<file path="config.mk">
export PLATFORM = sky130hd
export DESIGN_NAME = dx_pipe_latch
export DESIGN_NICKNAME = d
export VERILOG_FILES = /design/src/rtl/dx_pipe_latch_pkg.sv /design/src/rtl/dx_pipe_latch_pipe_reg.sv /design/src/rtl/dx_pipe_latch.sv
export SDC_FILE = /design/constraint.sdc
export NUM_CORES = 1
export LEC_CHECK = 0
export ABC_AREA = 0
export CELL_PAD_IN_SITES_DETAIL_PLACEMENT = 0
export CELL_PAD_IN_SITES_GLOBAL_PLACEMENT = 1
export CORE_MARGIN = 2
export CORE_UTILIZATION = 29
export CTS_CLUSTER_DIAMETER = 150
export DETAILED_ROUTE_END_ITERATION = 10
export PLACE_DENSITY = 0.89
export SLEW_MARGIN = 40
export SYNTH_ARGS = -nofsm -noshare
export SYNTH_HDL_FRONTEND = slang
export SYNTH_SLANG_ARGS = --single-unit
</file>
<file path="constraint.sdc">
create_clock -name clock -period 4.1 [get_ports clock]
set_input_delay 0.615 -clock clock [delete_from_list [all_inputs] [get_ports clock]]
set_output_delay 0.615 -clock clock [all_outputs]
set_load 0.02 [all_outputs]
</file>
<file path="src/rtl/dx_pipe_latch_pkg.sv">
// Shared pipeline-boundary definitions: default widths, NOP encoding and the
// per-edge control decode used by every stage latch.
package dx_pipe_latch_pkg;

    localparam int DX_DATA_W  = 32;
    localparam int DX_NUM_OPS = 2;
    localparam int DX_INSN_W  = 32;
    localparam int DX_PC_W    = 32;
    localparam int DX_CNT_W   = 16;

    localparam logic [31:0] NOP_INSN_DEF = 32'h0000_0000;

    typedef enum logic [1:0] {
        LOAD   = 2'd0,
        HOLD   = 2'd1,
        SQUASH = 2'd2
    } pipe_ctrl_e;

endpackage

</file>
<file path="src/rtl/dx_pipe_latch_pipe_reg.sv">
// W-bit flop bank with synchronous reset, load enable and synchronous clear.
// Clear beats enable so a squash can never be masked by a concurrent load.
module pipe_reg #(
    parameter int           W       = 32,
    parameter logic [W-1:0] RST_VAL = '0
) (
    input  logic         clock,
    input  logic         reset,
    input  logic         en,
    input  logic         clr,
    input  logic [W-1:0] clrVal,
    input  logic [W-1:0] d,
    output logic [W-1:0] q
);

    always_ff @(posedge clock) begin
        if (reset) begin
            q <= RST_VAL;
        end else if (clr) begin
            q <= clrVal;
        end else if (en) begin
            q <= d;
        end
    end

endmodule

</file>
<file path="src/rtl/dx_pipe_latch.sv">
// Decode->execute pipeline latch with stall, flush, valid tracking and a
// saturating count of bubbles handed to execute.
module dx_pipe_latch
    import dx_pipe_latch_pkg::*;
#(
    parameter int                DATA_W   = DX_DATA_W,
    parameter int                NUM_OPS  = DX_NUM_OPS,
    parameter int                INSN_W   = DX_INSN_W,
    parameter int                PC_W     = DX_PC_W,
    parameter logic [INSN_W-1:0] NOP_INSN = INSN_W'(NOP_INSN_DEF),
    parameter int                CNT_W    = DX_CNT_W
) (
    input  logic                      clock,
    input  logic                      reset,
    input  logic                      stall,
    input  logic                      flush,
    input  logic                      in_valid,
    input  logic [NUM_OPS*DATA_W-1:0] in_ops,
    input  logic [INSN_W-1:0]         in_insn,
    input  logic [PC_W-1:0]           in_pc,
    output logic                      out_valid,
    output logic [NUM_OPS*DATA_W-1:0] out_ops,
    output logic [INSN_W-1:0]         out_insn,
    output logic [PC_W-1:0]           out_pc,
    output logic [CNT_W-1:0]          bubble_count
);

    pipe_ctrl_e ctrl;
    logic       bumpCnt;
    logic       loadEn;
    logic       squash;

    // A bubble load and a flush both leave execute empty, so both count.
    always_comb begin
        ctrl    = LOAD;
        bumpCnt = 1'b0;
        if (reset) begin
            ctrl = SQUASH;
        end else if (flush) begin
            ctrl    = SQUASH;
            bumpCnt = 1'b1;
        end else if (stall) begin
            ctrl = HOLD;
        end else if (!in_valid) begin
            ctrl    = SQUASH;
            bumpCnt = 1'b1;
        end
    end

    assign loadEn = (ctrl == LOAD);
    assign squash = (ctrl == SQUASH);

    for (genvar k = 0; k < NUM_OPS; k++) begin : g_ops
        pipe_reg #(.W(DATA_W), .RST_VAL({DATA_W{1'b0}})) u_op (
            .clock (clock),
            .reset (reset),
            .en    (loadEn),
            .clr   (squash),
            .clrVal({DATA_W{1'b0}}),
            .d     (in_ops[k*DATA_W +: DATA_W]),
            .q     (out_ops[k*DATA_W +: DATA_W])
        );
    end

    pipe_reg #(.W(INSN_W), .RST_VAL(NOP_INSN)) u_insn (
        .clock (clock),
        .reset (reset),
        .en    (loadEn),
        .clr   (squash),
        .clrVal(NOP_INSN),
        .d     (in_insn),
        .q     (out_insn)
    );

    pipe_reg #(.W(PC_W), .RST_VAL({PC_W{1'b0}})) u_pc (
        .clock (clock),
        .reset (reset),
        .en    (loadEn),
        .clr   (squash),
        .clrVal({PC_W{1'b0}}),
        .d     (in_pc),
        .q     (out_pc)
    );

    pipe_reg #(.W(1), .RST_VAL(1'b0)) u_valid (
        .clock (clock),
        .reset (reset),
        .en    (loadEn),
        .clr   (squash),
        .clrVal(1'b0),
        .d     (1'b1),
        .q     (out_valid)
    );

    always_ff @(posedge clock) begin
        if (reset) begin
            bubble_count <= '0;
        end else if (bumpCnt && (bubble_count != {CNT_W{1'b1}})) begin
            bubble_count <= bubble_count + 1'b1;
        end
    end

endmodule

</file>
Yosys cells after proc, flatten, opt, wreduce, memory -nomap -nowiden
Index checks and enable logic that the tools add are counted. W data, S select, Z words.

Add/sub/neg operators: 1. $mul: 0. Div/mod/pow operators: 0. Order comparisons: 0. Equality and inequality tests: 2. Shift-type cells: 0. Mux-type cells: 8. Bitwise gates (word level): 0. Reduce and logical (&&, ||, !) cells: 3.

Operators with widths (count): $add A16 B1 Y16 const B (1); $ne A16 B16 Y1 const B (1); $mux W2 (4); $mux W1 (4); $eq A2 B2 Y1 const B (1); $logic_not A2 Y1 (1); $reduce_or A2 Y1 (1); $logic_and A1 B1 Y1 (1).

Register bits after elaboration: 145. Latch bits: 0. Bits in writable memories: 0. Bits in read-only memories: 0. Input bits: 133. Output and inout bits: 145. Memories kept: 0.

Depth between registers and ports, before layout
Gate-level depths: netlist of run 1.

Depth in word-level cells: 6. Mapped depth: 6. Depth with buffers taken out: 5.

Modules after synthesis
Synthesis of run 1 repeated with hierarchy kept, for this count alone.

Cell total of the unflattened synthesis: 683. Area, all modules: 6985.4 um2.

Modules (own cells, without submodules): pipe_reg (g_ops[0].u_op ...) (times used 4, cells each 142, area each 1510.2 um2, sequential area each 640.6 um2); dx_pipe_latch (times used 1, cells each 110, area each 892.1 um2, sequential area each 320.3 um2); pipe_reg (u_valid) (times used 1, cells each 5, area each 52.6 um2, sequential area each 20.0 um2).

Worst setup path after synthesis of run 1
No wires, ideal clock.

Kind: flip-flop to flip-flop. Start point: reg bubble_count[0]. End point: reg bubble_count[10]. Library setup time: 0.135 ns. Data arrival time: 1.753 ns. Data required time: 3.965 ns. Slack: 2.212 ns. Cell stages (with the launch flop): 6. Buffers on the path: 0. Path through: dfxtp_1 ha_1 nand4_2 or4_4 o311ai_0 o41ai_1.

Longest elaborated chain between the ends: 2. Elaborated cells on any way between the ends: 3. Classes of those cells: add/sub: 1; eq/ne: 1; reduce/logical: 1.

Ends and longest elaborated chain: start, declared (RTL line dx_pipe_latch.sv:25) `output logic [CNT_W-1:0] bubble_count`; start signal, assigned (RTL line dx_pipe_latch.sv:99) `bubble_count <= bubble_count + 1'b1;`; parallel branches: the longest is 2 deep, another holds $add A16 B1 Y16.

Parallel ways; which one is timed is not known. A chain may end at the register's enable or synchronous reset.

Worst setup path in the final report of run 1
Start point: in reset. End point: reg bubble_count[9].

Longest elaborated chain between the ends: 2.

Ends and longest elaborated chain: start, declared (RTL line dx_pipe_latch.sv:14) `input logic reset,`; $mux W1 (RTL line dx_pipe_latch.sv:37) `if (reset) begin`; $logic_and A1 B1 Y1 (RTL line dx_pipe_latch.sv:98) `end else if (bumpCnt && (bubble_count != {CNT_W{1'b1}})) begin`.

Several ways; a longest one is shown, not always the timed one.

==> summary by stage, run 1 <==
Clock network
The post-CTS clock slew at the launch and capture registers of the worst setup and hold paths is 0.06 ns. Post-CTS repair changed the size of 0 cells. The number of clock sinks seen by CTS is 145.

Hold repair after CTS inserted 0 buffers. TritonCTS built the clock tree. The clock passes through at most 2 buffers. The clock tree synthesis step divided the H-tree into 4 levels. The number of buffers created by CTS is 17. The clock root buffer is sky130_fd_sc_hd__clkbuf_16. The clock reaches the later pin of the worst-skew pair after 0.41 ns. The number of setup buffers added after CTS is 0.

STA
The worst pin sits at a relative slew slack of between 50% and 60%. The maximum achievable frequency is 379 MHz. Setup repair after global routing left no endpoint under its margin. The count of endpoints failing hold in the final timing report is 0. The count of endpoints failing setup in the final report is 0.

The final cycle utilization of the critical path is 64.3%. The worst path meets setup with 1.46 ns of slack. The slew at the pin closest to its max-slew limit is 0.639 ns. The number of max-slew violations in the final report is 0.

The sum of negative setup slack is 0 ns. For the final database, setup skew stands at 0.00491 ns. Counting I/O delays and the setup requirement, the final critical path takes 2.64 ns.

Global route
The largest net degree at the start of global routing is 76. The initial antenna violation count came to 0. The first global-routing pass estimated 24200 um of wire. The via count of the first global-routing pass is around 4700. Global routing used 16.5% of the available tracks. Summed over all layers, the global routing overflow is 0.

Cells and area
The fraction of layout instances using a drive strength above 1 is between 6 and 7%. The repair_antennas step left the layout with diodes totalling 0. Counting the fill cells in the layout gives about 1600.

The cell area after layout is 8730 um^2. The area growth from synthesis to layout is 71.6%. The number of nets in the layout is 990.

Placement
The number of port buffers is 277. The HPWL after detailed placement is 10600 um. Routability-driven placement finished with a final weighted congestion of around 0.74.

The worst slack at placement is 1.08 ns. Summing all placed instances gives a cell area of around 8000 um^2.

Flow run
The number of max-cap violations is 0.

Power
Across the VDD grid, the largest voltage drop is roughly 0.26 mV. In this run the power spent charging and discharging nets is 0.861 mW. The internal power consumption is ~2.8 mW.

The power density normalized to cell area is a little over 400 nW/um^2. Combinational cells account for 12.1% of the total power. Sequential cells burn 40.9% of the power.

The proportion of total power due to net switching is 23.8%. For this design the static power due to leakage is between 3 and 4 nW. The clock network fraction of total power is a little under half. The total power draw is 3.61 mW.

Status
The flow ran to the end, and the final reports show no timing, DRC or antenna violations.

Critical path
The worst setup path is launched from an input pin. Across all register-to-register paths, the minimum setup slack is 2.22 ns. The required time reported for the critical path endpoint is 4.43 ns. In this run the worst path has a maximum fanout of 16. For the worst setup path, the data arrival time is 2.97 ns.

The worst setup path is captured at a flip-flop. By startpoint and endpoint, the worst setup path is classified as input pin to flip-flop.

Yosys
The post-synthesis cell count is between 500 and 600. Synthesis produced a netlist with a net count of 731. Counting flops with a built-in enable in the synthesized netlist gives 0. Counting distinct cell types in the post-synthesis netlist gives 31. In the synthesized netlist the dominant register cell turns out to be sky130_fd_sc_hd__dfxtp_1. Counting flops with an async set or reset pin after synthesis yields a share of 0%. The proportion of synthesized chip area in sequential cells is about 57%.

The synthesized area is 5090 um^2. A synthesized cell averages roughly 8.5 um^2. The number of synthesized register bits is 145. The Yosys step of the flow raised 0 warnings.

Routing
The number of DRC markers in iteration 0 is 330. The first detailed-routing pass took 5 iterations. The detailed router placed 5126 vias in this run.

After detailed routing, the average wire length per cell comes to ~15 um. In the routed design, unresolved DRC markers number 0. Using the TritonRoute via totals, the vias-per-cell ratio works out to approximately 4.7. The count of antenna-violating nets left after detailed routing is 0. The final layout contains routed wiring with a total length of 15900 um.

Die
The die extent in x is 136 um. The vertical die dimension is 136 um. In this run the core area contains 48 standard-cell rows. The die area is 18600 um^2. The region available for standard cell placement spans 17200 um^2. The initial cell density of the core is 29.5%. In this run the count of I/O pins placed on the die edge is 278.

Worst hold path
The worst min-delay path category is flip-flop to flip-flop.
[cells in the mapped netlist (all sizes together), types with 5 or more instances]
master / count / area share [%]
dfxtp: 145 / 57
clkbuf: 38 / 2.8
o41ai: 6 / 1.2
a21oi: 83 / 8.2
buf: 6 / 0.44
nor2: 60 / 4.4
or4: 6 / 0.96
nand2: 153 / 11
o311ai: 6 / 1.2
o31ai: 5 / 0.74
o21ai: 5 / 0.49
nand4: 8 / 1.4
o22ai: 55 / 6.8
[path summary, 6_finish.rpt]
| kind | start | endpoint | cells after the start |
|---|---|---|---|
| worst max register to register | bubble_count[0] | bubble_count[10] | 5 |
| worst min-delay path | g_ops[0].u_op.q[29] | g_ops[0].u_op.q[29] | 2 |
| worst min register to register | g_ops[0].u_op.q[29] | g_ops[0].u_op.q[29] | 2 |
| worst max-delay path | reset | bubble_count[9] | 5 |
[layout make-up]
| class | instances | area [um^2] | area share, % |
|---|---|---|---|
| inverter | 3 | 13.8 | 0.158 |
| sequential | 145 | 2900 | 33.2 |
| timing repair buffer | 284 | 2850 | 32.6 |
| clock buffer | 19 | 453 | 5.19 |
| multi-input combinational | 405 | 2030 | 23.3 |
| clock inverter | 13 | 198 | 2.26 |
| tap | 225 | 282 | 3.22 |
[power groups by stage]
stage / sequential, mW / combinational, mW / clock [mW]
global route: 1.48 / 0.471 / 1.80
finish: 1.48 / 0.437 / 1.70
CTS: 1.48 / 0.438 / 1.74
detailed placement: 1.51 / 0.436 / 0
floorplan: 1.56 / 0.126 / 0
global placement: 1.51 / 0.434 / 0
[placed cells by master (no fill, tap or decap), types with 2 or more instances in the layout]
| cell | n |
|---|---|
| sky130_fd_sc_hd__a21oi_1 | 83 |
| sky130_fd_sc_hd__and2_1 | 2 |
| sky130_fd_sc_hd__buf_12 | 2 |
| sky130_fd_sc_hd__buf_4 | 5 |
| sky130_fd_sc_hd__bufinv_16 | 4 |
| sky130_fd_sc_hd__clkbuf_16 | 17 |
| sky130_fd_sc_hd__clkbuf_8 | 2 |
| sky130_fd_sc_hd__clkdlybuf4s50_1 | 277 |
| sky130_fd_sc_hd__clkinv_4 | 2 |
| sky130_fd_sc_hd__clkinvlp_4 | 3 |
| sky130_fd_sc_hd__dfxtp_1 | 145 |
| sky130_fd_sc_hd__inv_1 | 2 |
| sky130_fd_sc_hd__inv_6 | 3 |
| sky130_fd_sc_hd__nand2_1 | 152 |
| sky130_fd_sc_hd__nand4_1 | 5 |
| sky130_fd_sc_hd__nand4_2 | 3 |
| sky130_fd_sc_hd__nor2_1 | 59 |
| sky130_fd_sc_hd__o21ai_0 | 5 |
| sky130_fd_sc_hd__o22ai_1 | 55 |
| sky130_fd_sc_hd__o311ai_0 | 5 |
| sky130_fd_sc_hd__o31ai_1 | 5 |
| sky130_fd_sc_hd__o41ai_1 | 5 |
| sky130_fd_sc_hd__or3_1 | 4 |
| sky130_fd_sc_hd__or4_1 | 5 |
[stage by stage]
step           util (%)  std cells  hold slack (ns)
4_1_cts            50.5       1093            0.450
6_report           50.7       1094            0.448
5_1_grt            50.7       1094            0.471
2_1_floorplan         -        597            0.530
3_5_place_dp       46.8       1061            0.442
3_3_place_gp       46.7       1061            0.436
[routing by layer]
layer / vias to the layer above / global-route usage [%] / part of all wire [%]
met2: 175 / 25.7 / 46
met5: - / 0 / 0
li1: 2585 / - / -
met1: 2343 / 20.2 / 43
met4: 0 / 7.06 / 2.2
met3: 23 / 6.49 / 8.8
[flip-flops by register name, summed over array words and instances (netlist names)]
register      flops
u_pc.q           32
u_insn.q         32
g_ops.u_op.q     64
u_valid.q         1
bubble_count     16
[critical path, cell delays in order]
cell and delay, ns:
sky130_fd_sc_hd__clkdlybuf4s50_1 0.68, sky130_fd_sc_hd__inv_1 0.37, sky130_fd_sc_hd__nand4_1 0.49, sky130_fd_sc_hd__or4_1 0.65, sky130_fd_sc_hd__a21oi_1 0.16
[cell families (layout without fill, tap and decap cells)]
kind of cell / after synthesis / after routing / share of synthesized area, %
buf+inv: 47 / 319 / 3.47
simple gates: 241 / 241 / 20.2
mux: 1 / 1 / 0.221
flops: 145 / 145 / 57.0
compound gates: 162 / 162 / 18.9
fa+ha+maj: 1 / 1 / 0.246
Note: power is estimated with default switching activity, not from simulation.
==> inputs of run 2 (changes only) <==
- CORE_UTILIZATION: 29 -> 24
- PLACE_DENSITY: 0.89 -> 0.79
- clock period: 4.1 -> 2.2 ns (I/O delays scaled with it)
==> run 2 against run 1 <==
  * Worst hold slack got worse by 0.0017 ns
  * Count of clock-buffer cells in the layout increased by 1
  * Power up 80%
  * Clock skew is 0.0062 ns higher
  * Critical endpoint is now bubble_count[10]
==> summary by stage, run 2 (synthesis gave the netlist of run 1 again) <==
Cells and area
The number of nets in the layout is 1004. Leaving out fill and tap cells, the most frequent cells in the layout are 277 x sky130_fd_sc_hd__clkdlybuf4s50_1, 152 x sky130_fd_sc_hd__nand2_1, 145 x sky130_fd_sc_hd__dfxtp_1. The flip-flop count of the largest register, all copies and words added is 64. The most common cell after layout, fill and taps aside is sky130_fd_sc_hd__clkdlybuf4s50_1. Counting flops per register, the top entry is g_ops.u_op.q.

The largest registers in the layout are g_ops.u_op.q x64, u_insn.q x32, u_pc.q x32. The number of inserted diodes is 0. The fraction of layout instances using a drive strength above 1 is under 10%. Relative to the synthesized area, the layout overhead comes to 74.3%. The number of fill cells in the layout is 2132.

STA
The final cycle utilization of the critical path is 86.5%. For the pin with the worst max-slew slack, the measured transition is 0.653 ns. The count of endpoints failing hold in the final timing report is 0. Headroom to the max-slew limit came out at 56.5%.

Setup repair after global routing left no endpoint under its margin. The clock skew is 0.0112 ns. The number of max-slew violations in the final report was 0.

The final-layout worst hold slack is 0.446 ns. The final critical delay including setup and external delays is between 1.5 and 2 ns. The final worst-path setup slack is around 0.3 ns.

The maximum achievable frequency is 525 MHz. In the final timing run, aggregate negative setup slack is 0 ns. The count of endpoints failing setup in the final report is 0.

Die
In this run the count of I/O pins placed on the die edge is 278. The placeable core region is 20900 um^2. From left edge to right edge, the die measures 150 um. After floorplanning, the core was divided into 53 placement rows.

The initial cell density of the core is about a quarter. Measured along the y axis, the die boundary spans 150 um. The die area is between 20000 and 25000 um^2.

Critical path
The standard cell with the maximum stage delay on the critical path is sky130_fd_sc_hd__or4_4. In this run the critical register-to-register path is captured at bubble_count[10]. On the worst path, the slowest cell contributes a delay of approximately 0.50 ns. The worst reg2reg path startpoint is bubble_count[0]. The depth of the worst register-to-register path is 5. The critical path is of the flip-flop to flip-flop type. The critical path goes through ha_1, nand4_2, or4_4, o311ai_0, o41ai_1. The required time reported for the critical path endpoint is 2.49 ns.

The type of origin of the critical path is a flip-flop. The arrival time at the worst endpoint is 2.19 ns. Along the worst path, the maximum fanout reaches 6. The endpoint type of the worst setup path is a flip-flop.

The minimum setup slack among reg-to-reg paths is ~0.3 ns.

Clock network
The worst-skew pair later-pin latency is 0.42 ns. The number of buffers inserted by hold repair at cts is 0. TritonCTS built the clock tree. Once the clock tree was built, the resizer swapped 0 gates to a different size. The maximum count of clock buffers along a single path is 2. The number of buffers created by CTS is 17. The clock root buffer is sky130_fd_sc_hd__clkbuf_16. After clock tree synthesis, the clock-pin slew on the worst setup and hold paths is 0.07 ns.

The number of clock sinks seen by CTS is ~150. The number of setup buffers added after CTS is 0. The H-tree was split into 4 levels.

Routing
After detailed routing, the average wire length per cell comes to 14.6 um. The detail route stage leaves a number of antenna-violating nets equal to 0. In the routed layout, each cell is associated on average with a via count of 4.46. The DRC violation count after routing is 0. The total number of vias is just over 5000. For this run, the detailed router's first-pass iteration total came to 4. In this run, the number of DRC markers left after iteration 0 of detailed routing was roughly 150. The sum of routed wire length over all layers is between 15000 and 20000 um.

Worst hold path
The worst min-delay path category is flip-flop to flip-flop. Counting instances, the worst hold path has a depth of 2. The worst hold path begins at g_ops[0].u_op.q[26]. The worst hold path terminates at g_ops[0].u_op.q[26].

Global route
The aggregate global routing overflow is 0. The via count of the first global-routing pass is 4962. The global-route met2 utilization is 23.0%.

The first-pass GRT wire length is 26100 um. In the global route stage, overall resource usage came out at 14.9%. The initial antenna violation count is 0.

Entering global routing, the biggest net connects 57 pins. Global routing consumed, on the met1 layer, 18.4% of the routing resources. After global routing, the most crowded layer is met2. For this run, global-route usage on met3 was measured as 5.37%.

Placement
The global placement routability congestion is 0.758. Summed over all nets, the half-perimeter wirelength after detailed placement is 11500 um. In this run the tool buffered the top-level ports with 277 buffer cells. Prior to clock tree synthesis, the placed netlist has a worst setup slack of 0.0503 ns.

Status
The run finished with clean final reports.

Flow run
The number of max-cap violations is 0.

Power
The reported leakage power is 3.26 nW. IR analysis of the VDD net gives a maximum drop of 0.478 mV. The power density normalized to cell area is 733 nW/um^2.
-- run 2: changes by cell type in the layout (fill, tap and decap cells not counted) --
| cell | previous run | this run |
|---|---|---|
| sky130_fd_sc_hd__buf_12 | 2 | 5 |
| sky130_fd_sc_hd__nand2b_4 | 1 | 0 |
| sky130_fd_sc_hd__clkinv_4 | 2 | 4 |
| sky130_fd_sc_hd__inv_2 | 0 | 1 |
| sky130_fd_sc_hd__bufinv_16 | 4 | 2 |
| sky130_fd_sc_hd__clkinvlp_4 | 3 | 0 |
| sky130_fd_sc_hd__buf_4 | 5 | 16 |
| sky130_fd_sc_hd__inv_4 | 1 | 0 |
| sky130_fd_sc_hd__inv_8 | 1 | 0 |
| sky130_fd_sc_hd__nand2b_2 | 0 | 1 |
| sky130_fd_sc_hd__clkbuf_1 | 0 | 1 |
| sky130_fd_sc_hd__inv_6 | 3 | 2 |
| sky130_fd_sc_hd__clkinv_2 | 0 | 4 |
-- run 2: through the flow --
stage | cell area (um^2) | power [mW] | utilization (%) | cells
CTS | 8870 | 6.62 | 42.4 | 1158
global route | 8870 | 6.79 | 42.4 | 1158
detailed placement | 8280 | 3.66 | 39.6 | 1126
global placement | 8280 | 3.66 | 39.6 | 1126
finish | 8870 | 6.50 | 42.4 | 1158
floorplan | 5090 | 3.15 | - | 597
-- run 2: cell type report --
type	count	area (um^2)	area share, %
Timing Repair Buffer	298	2990	33.8
Sequential cell	145	2900	32.7
Multi-Input combinational cell	405	2030	22.9
Clock buffer	20	457	5.15
Tap cell	275	344	3.88
Clock inverter	12	133	1.50
Inverter	3	11.3	0.127
-- run 2: per-layer routing --
layer  vias to the layer above  routed length, um
li1                       2605                  -
met2                       168               7730
met3                        22               1310
met1                      2370               7440
met5                         -                  0
met4                         0                396
-- run 2: power breakdown --
| part | total, mW | switching (mW) | internal, mW |
|---|---|---|---|
| registers | 2.75 | 0.0439 | 2.71 |
| logic | 0.844 | 0.385 | 0.459 |
| clock network | 2.90 | 1.17 | 1.74 |
-- run 2: how the worst max path moves through the flow --
stage,slack [ns],endpoint,startpoint
after detailed placement,0.05,bubble_count[10],stall
after floorplan,0.31,bubble_count[10],bubble_count[0]
after CTS,0.28,bubble_count[8],bubble_count[8]
final,0.30,bubble_count[10],bubble_count[0]
after global routing,0.14,bubble_count[15],bubble_count[0]
after global placement,0.08,bubble_count[10],stall
-- run 2: critical path: cells and delay by family, from the launching register on --
family,cells,cell delay (ns)
flip-flops,1,0.39
adder cells (fa/ha/maj),1,0.25
AO/OA/AOI/OAI,2,0.42
AND/OR/NAND/NOR,2,0.72
==> inputs of run 3 (changes only) <==
- ABC_AREA: 0 -> default
- TNS_END_PERCENT: default -> 50
==> results of run 3 <==
Final layout, timing and power as in run 2 (identical DEF).
